`config.mk`:
```
export PLATFORM = sky130hd
export DESIGN_NAME = pipe_stage_mem_latch
export DESIGN_NICKNAME = d
export VERILOG_FILES = /design/src/rtl/pipe_stage_mem_latch.sv
export SDC_FILE = /design/constraint.sdc
export NUM_CORES = 1
export LEC_CHECK = 0
export BUFFER_PORTS_ARGS = -buffer_cell sky130_fd_sc_hd__buf_2
export CORE_UTILIZATION = 30
export CTS_BUF_LIST = sky130_fd_sc_hd__clkbuf_4
export CTS_CLUSTER_SIZE = 14
export DETAILED_ROUTE_END_ITERATION = 6
export PLACE_DENSITY = 0.66
export SYNTH_ARGS = -nofsm -noshare
export SYNTH_HDL_FRONTEND = slang
export SYNTH_SLANG_ARGS = --single-unit
```
`constraint.sdc`:
```
create_clock -name CLK -period 2.1 [get_ports CLK]
set_input_delay 0.315 -clock CLK [delete_from_list [all_inputs] [get_ports CLK]]
set_output_delay 0.315 -clock CLK [all_outputs]
set_load 0.05 [all_outputs]
```
`src/rtl/pipe_stage_mem_latch.sv`:
```
// rtl/pipe_stage_mem_latch.sv - EX/MEM pipeline register owning the data-memory request handshake
module pipe_stage_mem_latch #(
  parameter int WIDTH          = 32,
  parameter int CNT_W          = 8,
  parameter int TIMEOUT        = 200,
  parameter int CLEAR_ON_FLUSH = 1
) (
  input  logic             CLK,
  input  logic             RST,
  input  logic             stall_in,
  input  logic             flush_in,
  input  logic             valid_in,
  input  logic             dren_in,
  input  logic             dwen_in,
  input  logic [WIDTH-1:0] data_in,
  input  logic             dhit,
  output logic             valid_out,
  output logic [WIDTH-1:0] data_out,
  output logic             dmemREN,
  output logic             dmemWEN,
  output logic             stall_out,
  output logic [CNT_W-1:0] wait_cnt,
  output logic             timeout
);

  localparam logic [1:0] IDLE = 2'd0;
  localparam logic [1:0] REQ  = 2'd1;
  localparam logic [1:0] DONE = 2'd2;

  localparam logic [31:0] TMO_M1 = (TIMEOUT > 0) ? 32'(TIMEOUT - 1) : 32'd0;

  logic [1:0]       state_q, state_d;
  logic             ren_q, ren_d;
  logic             wen_q, wen_d;
  logic             valid_q, valid_d;
  logic [WIDTH-1:0] data_q, data_d;
  logic [CNT_W-1:0] cnt_q, cnt_d;
  logic             tmo_q, tmo_d;
  logic             in_req, advance, tmo_hit;

  assign in_req    = (state_q == REQ);
  assign stall_out = in_req & ~dhit;
  assign advance   = ~stall_in & ~stall_out;
  assign dmemREN   = in_req & ren_q;
  assign dmemWEN   = in_req & wen_q;
  assign valid_out = valid_q;
  assign data_out  = data_q;
  assign wait_cnt  = cnt_q;
  assign timeout   = tmo_q;

  assign tmo_hit = (TIMEOUT != 0) && stall_out && (32'(cnt_q) == TMO_M1);

  always_comb begin
    state_d = state_q;
    ren_d   = ren_q;
    wen_d   = wen_q;
    valid_d = valid_q;
    data_d  = data_q;
    cnt_d   = cnt_q;
    tmo_d   = tmo_q | tmo_hit;
    if (flush_in) begin
      state_d = IDLE;
      ren_d   = 1'b0;
      wen_d   = 1'b0;
      valid_d = 1'b0;
      cnt_d   = '0;
      if (CLEAR_ON_FLUSH != 0) data_d = '0;
    end else if (advance) begin
      // A served REQ advances on the same edge, so back-to-back memory ops need no bubble.
      data_d  = data_in;
      valid_d = valid_in;
      ren_d   = valid_in & dren_in;
      wen_d   = valid_in & dwen_in;
      state_d = (valid_in & (dren_in | dwen_in)) ? REQ : IDLE;
      cnt_d   = '0;
    end else begin
      case (state_q)
        REQ: begin
          if (dhit) state_d = DONE;
          else if (cnt_q != '1) cnt_d = cnt_q + 1'b1;
        end
        DONE:    state_d = DONE;
        default: state_d = IDLE;
      endcase
    end
  end

  always_ff @(posedge CLK or posedge RST) begin
    if (RST) begin
      state_q <= IDLE;
      ren_q   <= 1'b0;
      wen_q   <= 1'b0;
      valid_q <= 1'b0;
      data_q  <= '0;
      cnt_q   <= '0;
      tmo_q   <= 1'b0;
    end else begin
      state_q <= state_d;
      ren_q   <= ren_d;
      wen_q   <= wen_d;
      valid_q <= valid_d;
      data_q  <= data_d;
      cnt_q   <= cnt_d;
      tmo_q   <= tmo_d;
    end
  end

endmodule

```
==> summary.txt, run 1 <==
Status
  • Status: completed

CTS
  • Clk slew on worst S/H paths: 0.14 ns
  • CTS hold repair buffers: 1
  • CTS Buf Count: 5
  • Worst-Skew Late Latency: 0.36 ns
  • Post CTS Setup Buffer Count: 0
  • CTS tree: built
  • Clock Tree Buf Depth: 2
  • Total clock sinks: 46
  • H-tree levels: 2
  • Post_cts resized: 0
  • Root buf cell: clkbuf_4

Worst setup path
  • Worst setup EP type: primary output
  • CP Launch Type: flop
  • Worst path cell trace: inv_1 -> ha_1 -> nand2b_4 -> inv_2 -> buf_2
  • Bufs and invs on worst path: 3
  • Crit path max-delay family: buffers and inverters
  • Worst path required time: 1.78 ns
  • Critical Path AT: 1.64 ns
  • CP max-delay cell: dfrtp_1
  • Slowest cell delay on critical path: 0.41 ns
  • Critical path type: flop to primary output
  • Worst-path fanout max: 10

Cells and area
  • Most frequent cells in the layout: 84 x buf_2, 46 x dfrtp_1, 33 x a22o_1, 8 x nor2_1, 5 x clkbuf_4
  • Area growth, synth to finish: 33.4%
  • Final Util: 41.6%
  • Fill count: 581
  • Commonest non-fill, non-tap cell in the layout: buf_2
  • Nets: 271
  • ANT cells: 0
  • Layout cells sized above 1: 47.0%
  • Final std cells w/o fill: 305

Power
  • Net switching power: 549 µW
  • Total chip power: 1.70 mW
  • PwrDens: 692 mW/mm²
  • Logic pwr share: 19.4%
  • Sequential share of power: 55.5%
  • VDD IR max: 0.283 mV
  • Leak: 1.34 nW
  • Int Pwr: 1.16 mW
  • Switching share of power: 32.2%
  • Clock power frac: 25.1%

Logic synthesis
  • Post-synth EDFFs: 0
  • Synth Flop Type: dfrtp_1
  • Yosys warning count: 0
  • Syn Std Cell Area: 0.00185 mm²
  • Synth Area in Compound Gates: 22.4%
  • Flops & latches, synth: 46
  • Ys async rst share: 100%
  • Mapped Cells: 138
  • Post-synthesis mux area share: 0.542%
  • Register area share after synthesis: 62.3%
  • Largest family of logic cells by synthesized area: compound AO/OA/AOI/OAI gates
  • Xor and xnor area share after synthesis: 2.37%
  • Synth unique cells: 30
  • Adder-cell share of the synthesized area: 1.35%
  • Synthesized Nets: 180
  • Syn avg cell area: 13.4 µm²
  • Simple-gate portion of the synthesized area: 8.60%

Timing
  • Period minus WS final: 1.95 ns
  • RSZ-0062 raised after global routing: false
  • Pins Over Slew Limit: 0
  • Worst Skew: 0.00960 ns
  • Final Setup Violations: 0
  • Final hold vios: 0
  • Rel. slew slack: 73.8%
  • Setup tns final: 0 ns
  • Period utilization: 93.0%
  • Worst Tran Pin Value: 0.393 ns
  • Fmax: 512 MHz
  • WHS: 0.154 ns

Floorplanning
  • Die area: 0.00648 mm²
  • Starting Density: 31.2%
  • Row count: 28
  • Core footprint: 0.00592 mm²
  • Die X: 80.5 µm
  • I/O pin count: 85
  • Vert. Die Dim: 80.5 µm

Place
  • Placed Cells incl. Taps: 296
  • Hpwl dp: 3.15 mm
  • Gpl congestion: 0.801
  • IO Port Bufs: 84

Global route
  • First-pass GRT wire length: 6.84 mm
  • Initial antenna violation count: 0
  • Met1 Track Usage GR: 17.9%
  • Number of global-route vias before repair: 1422
  • Global route total overflow: 0
  • Largest net degree at the start of global routing: 30
  • Total Routing Usage GR: 14.1%
  • Met3 Usage GRT: 4.20%
  • Grt peak-use layer: met2
  • Met2 Usage GRT: 23.0%

Drt
  • Final wirelength: 4.36 mm
  • DRC: 0
  • Vias/cell: 4.85
  • Initial drt markers: 50
  • Drt pass-1 iters: 4
  • Wire per inst: 14.3 µm
  • Vias post-DR: 1480
  • Final ANT Viol Nets: 0

Min path
  • Min-delay worst type: primary input to flop

Flow run
  • Max-cap viol count: 0
==> kinds of logic after synthesis <==
logic type	after synthesis
AO/OA/AOI/OAI	48
flip-flops	46
AND/OR/NAND/NOR	26
buffers and inverters	10
XOR/XNOR	5
adder cells (fa/ha/maj)	2
multiplexers	1
==> cells in the mapped netlist (2+ instances only) <==
master    instances  share of area, %
a32o_1            2               1.1
nand3_1           2              0.54
xor2_1            4               1.9
dfrtp_1          46                62
buf_2             6               1.6
nand2_1           3              0.61
a21oi_1           3              0.81
a22o_1           33                16
o211ai_1          4               1.6
nor2_1            8               1.6
ha_1              2               1.4
or4_1             2              0.81
and2_2            2              0.81
and3_1            3               1.0
inv_1             3              0.61
==> metal layers <==
metal / share of wire, % / up-vias / wire (µm)
met5: 0 / - / 0
met4: 1.1 / 0 / 48
met3: 6.1 / 5 / 264
met2: 48 / 46 / 2110
met1: 44 / 717 / 1930
li1: - / 712 / -
==> worst paths after layout <==
path / from / to / slack [ns] / cells after the start
setup reg to reg: state_q[1] / wait_cnt[6] / 0.38 / 7
min in group asynchronous: RST / data_out[20] / 0.48 / 3
setup / recovery: state_q[1] / stall_out / 0.15 / 5
max in group asynchronous: RST / data_out[6] / 1.06 / 4
hold / removal: data_in[19] / data_out[19] / 0.15 / 2
hold reg to reg: timeout / timeout / 0.49 / 1
==> power by group through the flow <==
stage | clock network, mW | registers, mW | logic, mW
6_report | 0.427 | 0.946 | 0.331
3_5_place_dp | 0 | 0.963 | 0.334
3_3_place_gp | 0 | 0.962 | 0.332
4_1_cts | 0.460 | 0.947 | 0.336
2_1_floorplan | 0 | 1.10 | 0.0850
5_1_grt | 0.492 | 0.953 | 0.355
==> area by class of cell <==
type,count,area [µm²],area share (%)
clock buffer,5,37.5,1.52
multi-input combinational,82,666,27.0
tap,75,93.8,3.81
inverter,4,15.0,0.609
timing repair buffer,90,480,19.5
clock inverter,3,21.3,0.863
sequential,46,1150,46.7
==> sequential cells by signal, summed over array words and instances, names as in the netlist <==
register	flops
wen_q	1
ren_q	1
timeout	1
state_q	2
wait_cnt	8
valid_out	1
data_out	32
==> stage by stage <==
stage                     setup WS [ns]  instance area (µm²)
final                             0.146                 2460
after global routing             0.0519                 2460
after global placement            0.475                 2400
after CTS                         0.111                 2460
after detailed placement          0.410                 2400
after floorplan                   0.342                 1850
(Power assumes the default switching activity.)
==> run 2, diff against run 1 <==
- clock period: 2.1 -> 2.5 ns (I/O delays scaled with it)
==> run 2 against run 1 <==
Compared with the run above:
- register-to-register slack gained 0.37 ns
- largest power group unchanged
- clock power shrank 24%
- final area shrank 1.1%
- total power shrank 18%
- combinational power shrank 17%
- hold slack lost 0.0078 ns
- clock-buffer cell count is the same
- final cell count shrank 0.66%
- first-iteration DRC count grew 34%
==> summary.txt, run 2 (same netlist as run 1, synthesis figures left out) <==
Power
  • PwrDens: 571 mW/mm²
  • VDD IR max: 0.242 mV
  • Leak: 1.33 nW
  • Total chip power: 1.39 mW

Cells and area
  • Final Cell Area: 0.00244 mm²
  • Area growth, synth to finish: 31.9%
  • Final std cells w/o fill: 303
  • Nets: 269
  • ANT cells: 0
  • Layout cells sized above 1: 45.6%
  • Most frequent cells in the layout: 84 x buf_2, 46 x dfrtp_1, 33 x a22o_1, 8 x nor2_1, 5 x clkbuf_4
  • Commonest non-fill, non-tap cell in the layout: buf_2
  • Max reg flops: 32

Worst setup path
  • Critical Path AT: 1.61 ns
  • CP Launch Type: flop
  • Worst path required time: 2.12 ns
  • Worst Reg2Reg Path Length in Cells: 7
  • CP Launch Point: state_q[1]
  • Critical path type: flop to primary output
  • Worst reg2reg setup slack: 0.75 ns
  • Crit path max-delay family: buffers and inverters
  • Worst-path fanout max: 10
  • Critical path depth: 5
  • Worst path cell trace: inv_1 -> ha_1 -> nand2b_4 -> inv_2 -> buf_2
  • Worst setup EP type: primary output
  • RR Startpoint: state_q[1]
  • CP max-delay cell: dfrtp_1
  • Bufs and invs on worst path: 3
  • Slowest cell delay on critical path: 0.40 ns

Global route
  • Largest net degree at the start of global routing: 47
  • Global route total overflow: 0
  • Initial antenna violation count: 0
  • First-pass GRT wire length: 6.72 mm
  • Grt peak-use layer: met2
  • Number of global-route vias before repair: 1420
  • Total Routing Usage GR: 13.7%
  • Met1 Track Usage GR: 16.6%
  • Met3 Usage GRT: 4.43%
  • Met2 Usage GRT: 23.1%

Place
  • Hpwl dp: 3.03 mm
  • Placed Cells incl. Taps: 295
  • Placed Area: 0.00239 mm²
  • IO Port Bufs: 84
  • Gpl congestion: 0.750

Drt
  • Final ANT Viol Nets: 0
  • Vias/cell: 4.78
  • Final wirelength: 4.15 mm
  • Initial drt markers: 67
  • DRC: 0
  • Drt pass-1 iters: 4
  • Vias post-DR: 1448
  • Wire per inst: 13.7 µm

Floorplanning
  • I/O pin count: 85
  • Core footprint: 0.00592 mm²
  • Die X: 80.5 µm
  • Die area: 0.00648 mm²
  • Row count: 28
  • Starting Density: 31.2%
  • Vert. Die Dim: 80.5 µm

Timing
  • Final Setup Violations: 0
  • Fmax: 504 MHz
  • Final hold vios: 0
  • RSZ-0062 raised after global routing: false
  • WHS: 0.146 ns
  • Setup tns final: 0 ns
  • Pins Over Slew Limit: 0
  • Rel. slew slack: 61.0%
  • Worst Skew: 0.00250 ns
  • Period minus WS final: 1.98 ns
  • Worst Tran Pin Value: 0.585 ns
  • Period utilization: 79.3%

CTS
  • CTS Buf Count: 5
  • Clk slew on worst S/H paths: 0.12 ns
  • Post CTS Setup Buffer Count: 0
  • H-tree levels: 2
  • Clock Tree Buf Depth: 2
  • Root buf cell: clkbuf_4
  • CTS tree: built
  • Worst-Skew Late Latency: 0.34 ns
  • Post_cts resized: 0
  • CTS hold repair buffers: 0
  • Total clock sinks: 46

Status
  • Status: completed

Flow run
  • Max-cap viol count: 0

Min path
  • Min-delay worst type: primary input to async pin
[run 2: path summary, 6_finish.rpt]
check / endpoint
worst min-delay path: data_out[20]
worst max-delay path: stall_out
min in group CLK: data_out[2]
worst max register to register: wait_cnt[6]
max in group asynchronous: data_out[26]
worst min register to register: timeout
[run 2: area by class of cell]
class	instances	area, µm²
Clock buffer	5	37.5
Clock inverter	3	11.3
Fill cell	586	3480
Inverter	4	15.0
Multi-Input combinational cell	82	666
Sequential cell	46	1150
Tap cell	75	93.8
Timing Repair Buffer	88	463
[run 2: per-stage QoR]
step	worst slack (ns)	utilization, %
after floorplan	0.742	-
after global placement	0.859	40.3
after detailed placement	0.768	40.3
after CTS	0.484	41.2
after global routing	0.387	41.2
final	0.517	41.2
[run 2: routing by layer]
metal  part of all wire, %  up-vias
met5                     0        -
met4                  0.96        0
met3                   6.4        5
met2                    48       50
met1                    45      685
li1                      -      708
[run 2: where the power goes]
part / total [mW] / internal (mW) / switching, mW
Sequential: 0.795 / 0.777 / 0.0178
Combinational: 0.274 / 0.0813 / 0.193
Clock: 0.323 / 0.101 / 0.223
Total: 1.39 / 0.959 / 0.433
[run 2: worst min-delay path: cells and delay by family]
| family | cells | cell delay, ns |
|---|---|---|
| buf+inv | 3 | 0.59 |
==> run 3, diff against run 2 <==
- PLACE_DENSITY: 0.66 -> 0.68
- clock period: 2.5 -> 1.7 ns (I/O delays scaled with it)
==> run 3 against run 2 <==
Compared with the run above:
- total power rose by 52%
- critical path type is now flop to flop
- clock power rose by 63%
- largest power group unchanged
- flip-flop and latch count unchanged
==> summary.txt, run 3 (same netlist as run 1, synthesis figures left out) <==
Global route
  • Largest net degree at the start of global routing: 22
  • Met1 Track Usage GR: 18.0%
  • First-pass GRT wire length: 6.60 mm
  • Met2 Usage GRT: 20.8%
  • Met3 Usage GRT: 3.07%
  • Initial antenna violation count: 0
  • Global route total overflow: 0
  • Grt peak-use layer: met2
  • Number of global-route vias before repair: 1353
  • Total Routing Usage GR: 13.5%

Power
  • Total chip power: 2.12 mW
  • Leak: 1.38 nW
  • VDD IR max: 0.357 mV
  • PwrDens: 820 mW/mm²

Cells and area
  • Layout cells sized above 1: 51.0%
  • Final std cells w/o fill: 314
  • Fill count: 583
  • Area growth, synth to finish: 40.1%
  • Commonest non-fill, non-tap cell in the layout: buf_2
  • Max reg flops: 32
  • Multi-input combinational cell area: 683 µm²
  • Final Util: 43.7%
  • Most frequent cells in the layout: 81 x buf_2, 44 x dfrtp_1, 33 x a22o_1, 13 x buf_4, 8 x nor2_1
  • ANT cells: 0
  • Nets: 280
  • Reg area: 0.00115 mm²

Drt
  • Drt pass-1 iters: 4
  • Wire per inst: 13.6 µm
  • Final wirelength: 4.28 mm
  • Vias/cell: 4.70
  • Initial drt markers: 40
  • Vias post-DR: 1475
  • Final ANT Viol Nets: 0
  • DRC: 0

Timing
  • Pins Over Slew Limit: 0
  • Final hold vios: 0
  • Fmax: 618 MHz
  • Worst Skew: 0.0158 ns
  • Rel. slew slack: 78.6%
  • Period minus WS final: 1.62 ns
  • Setup tns final: 0 ns
  • Worst Tran Pin Value: 0.320 ns
  • RSZ-0062 raised after global routing: false
  • Period utilization: 95.2%
  • WHS: 0.0982 ns
  • Final Setup Violations: 0

Worst setup path
  • Worst Reg2Reg Path Length in Cells: 6
  • Worst reg2reg setup slack: 0.08 ns
  • Slowest cell delay on critical path: 0.44 ns
  • CP Launch Type: flop
  • Critical path type: flop to flop
  • CP Launch Point: state_q[0]
  • CP Capture Point: data_out[3]
  • Crit Reg-Reg Endpoint: data_out[3]
  • Worst setup EP type: flop
  • Worst path cell trace: ha_4 -> nand2b_4 -> inv_8 -> nor3_4 -> buf_4 -> a22o_1
  • Critical Path AT: 1.91 ns
  • Crit path max-delay family: flip-flops
  • RR Startpoint: state_q[0]
  • Worst-path fanout max: 17
  • Critical path depth: 6
  • Worst path required time: 1.99 ns
  • Bufs and invs on worst path: 2
  • CP max-delay cell: dfrtp_1

Place
  • Gpl congestion: 0.731
  • Placed Cells incl. Taps: 299
  • Hpwl dp: 3.14 mm
  • IO Port Bufs: 84

CTS
  • Clock Tree Buf Depth: 2
  • Worst-Skew Late Latency: 0.35 ns
  • H-tree levels: 2
  • Clk slew on worst S/H paths: 0.15 ns
  • CTS Buf Count: 5
  • CTS tree: built
  • Root buf cell: clkbuf_4
  • Total clock sinks: 46

Flow run
  • Max-cap viol count: 0

Floorplanning
  • Vert. Die Dim: 80.5 µm
  • I/O pin count: 85
  • Starting Density: 31.2%
  • Row count: 28
  • Die area: 0.00648 mm²
  • Die X: 80.5 µm
  • Core footprint: 0.00592 mm²

Min path
  • Min-delay worst type: primary input to flop

Status
  • Status: completed
-- run 3: cell types whose count changed in the layout (fill, tap and decap cells not counted), sizes merged --
cell,delta
inv,+2
buf,+9
clkinv,-3
dlygate4sd3,+1
clkinvlp,+2
-- run 3: how the worst min path moves through the flow --
stage | depth (start not counted) | slack [ns] | to | startpoint
after floorplan | 1 | 0.32 | state_q[0] | flush_in
after global placement | 2 | 0.23 | data_out[23] | RST
after detailed placement | 2 | 0.23 | data_out[7] | RST
after CTS | 2 | 0.08 | data_out[16] | data_in[16]
after global routing | 2 | 0.07 | data_out[21] | data_in[21]
final | 2 | 0.1 | data_out[16] | data_in[16]
-- run 3: routing by layer --
layer | routed length [µm] | part of all wire, % | vias to the layer above
met5 | 0 | 0 | -
met4 | 57 | 1.3 | 0
met3 | 223 | 5.2 | 4
met2 | 2060 | 48 | 50
met1 | 1940 | 45 | 701
li1 | - | - | 720
-- run 3: through the flow --
step / instance area [µm²] / worst slack (ns)
detailed placement: 2440 / 0.0290
global route: 2590 / 0.00963
CTS: 2530 / 0.00593
finish: 2590 / 0.0808
floorplan: 1850 / 0.0552
global placement: 2440 / 0.0858
-- run 3: power breakdown --
part           total [mW]  switching [mW]  internal (mW)
registers            1.17          0.0258           1.14
logic               0.428           0.290          0.138
clock network       0.526           0.360          0.166
-- run 3: worst reg2reg max path: cells and delay by family (launching register included) --
family	cells	cell delay, ns
flops	1	0.44
compound gates	1	0.17
fa+ha+maj	1	0.18
buf+inv	2	0.35
simple gates	2	0.41
-- run 3: area by class of cell --
type | instances | area share [%]
clock buffer | 5 | 1.45
multi-input combinational | 82 | 26.4
sequential | 46 | 44.6
timing repair inverter | 1 | 0.242
timing repair buffer | 98 | 21.9
clock inverter | 3 | 0.918
inverter | 4 | 0.870
tap | 75 | 3.62
-- run 3: what timing repair did --
item | CTS | global route
hold endpoints to repair | 14 | 0
hold buffers | 1 | 0
gates cloned | 0 | 1
setup buffers | 0 | 5
endpoints found under the setup margin | 4 | 9
resized for setup | 7 | 4
pin swaps | 0 | 1
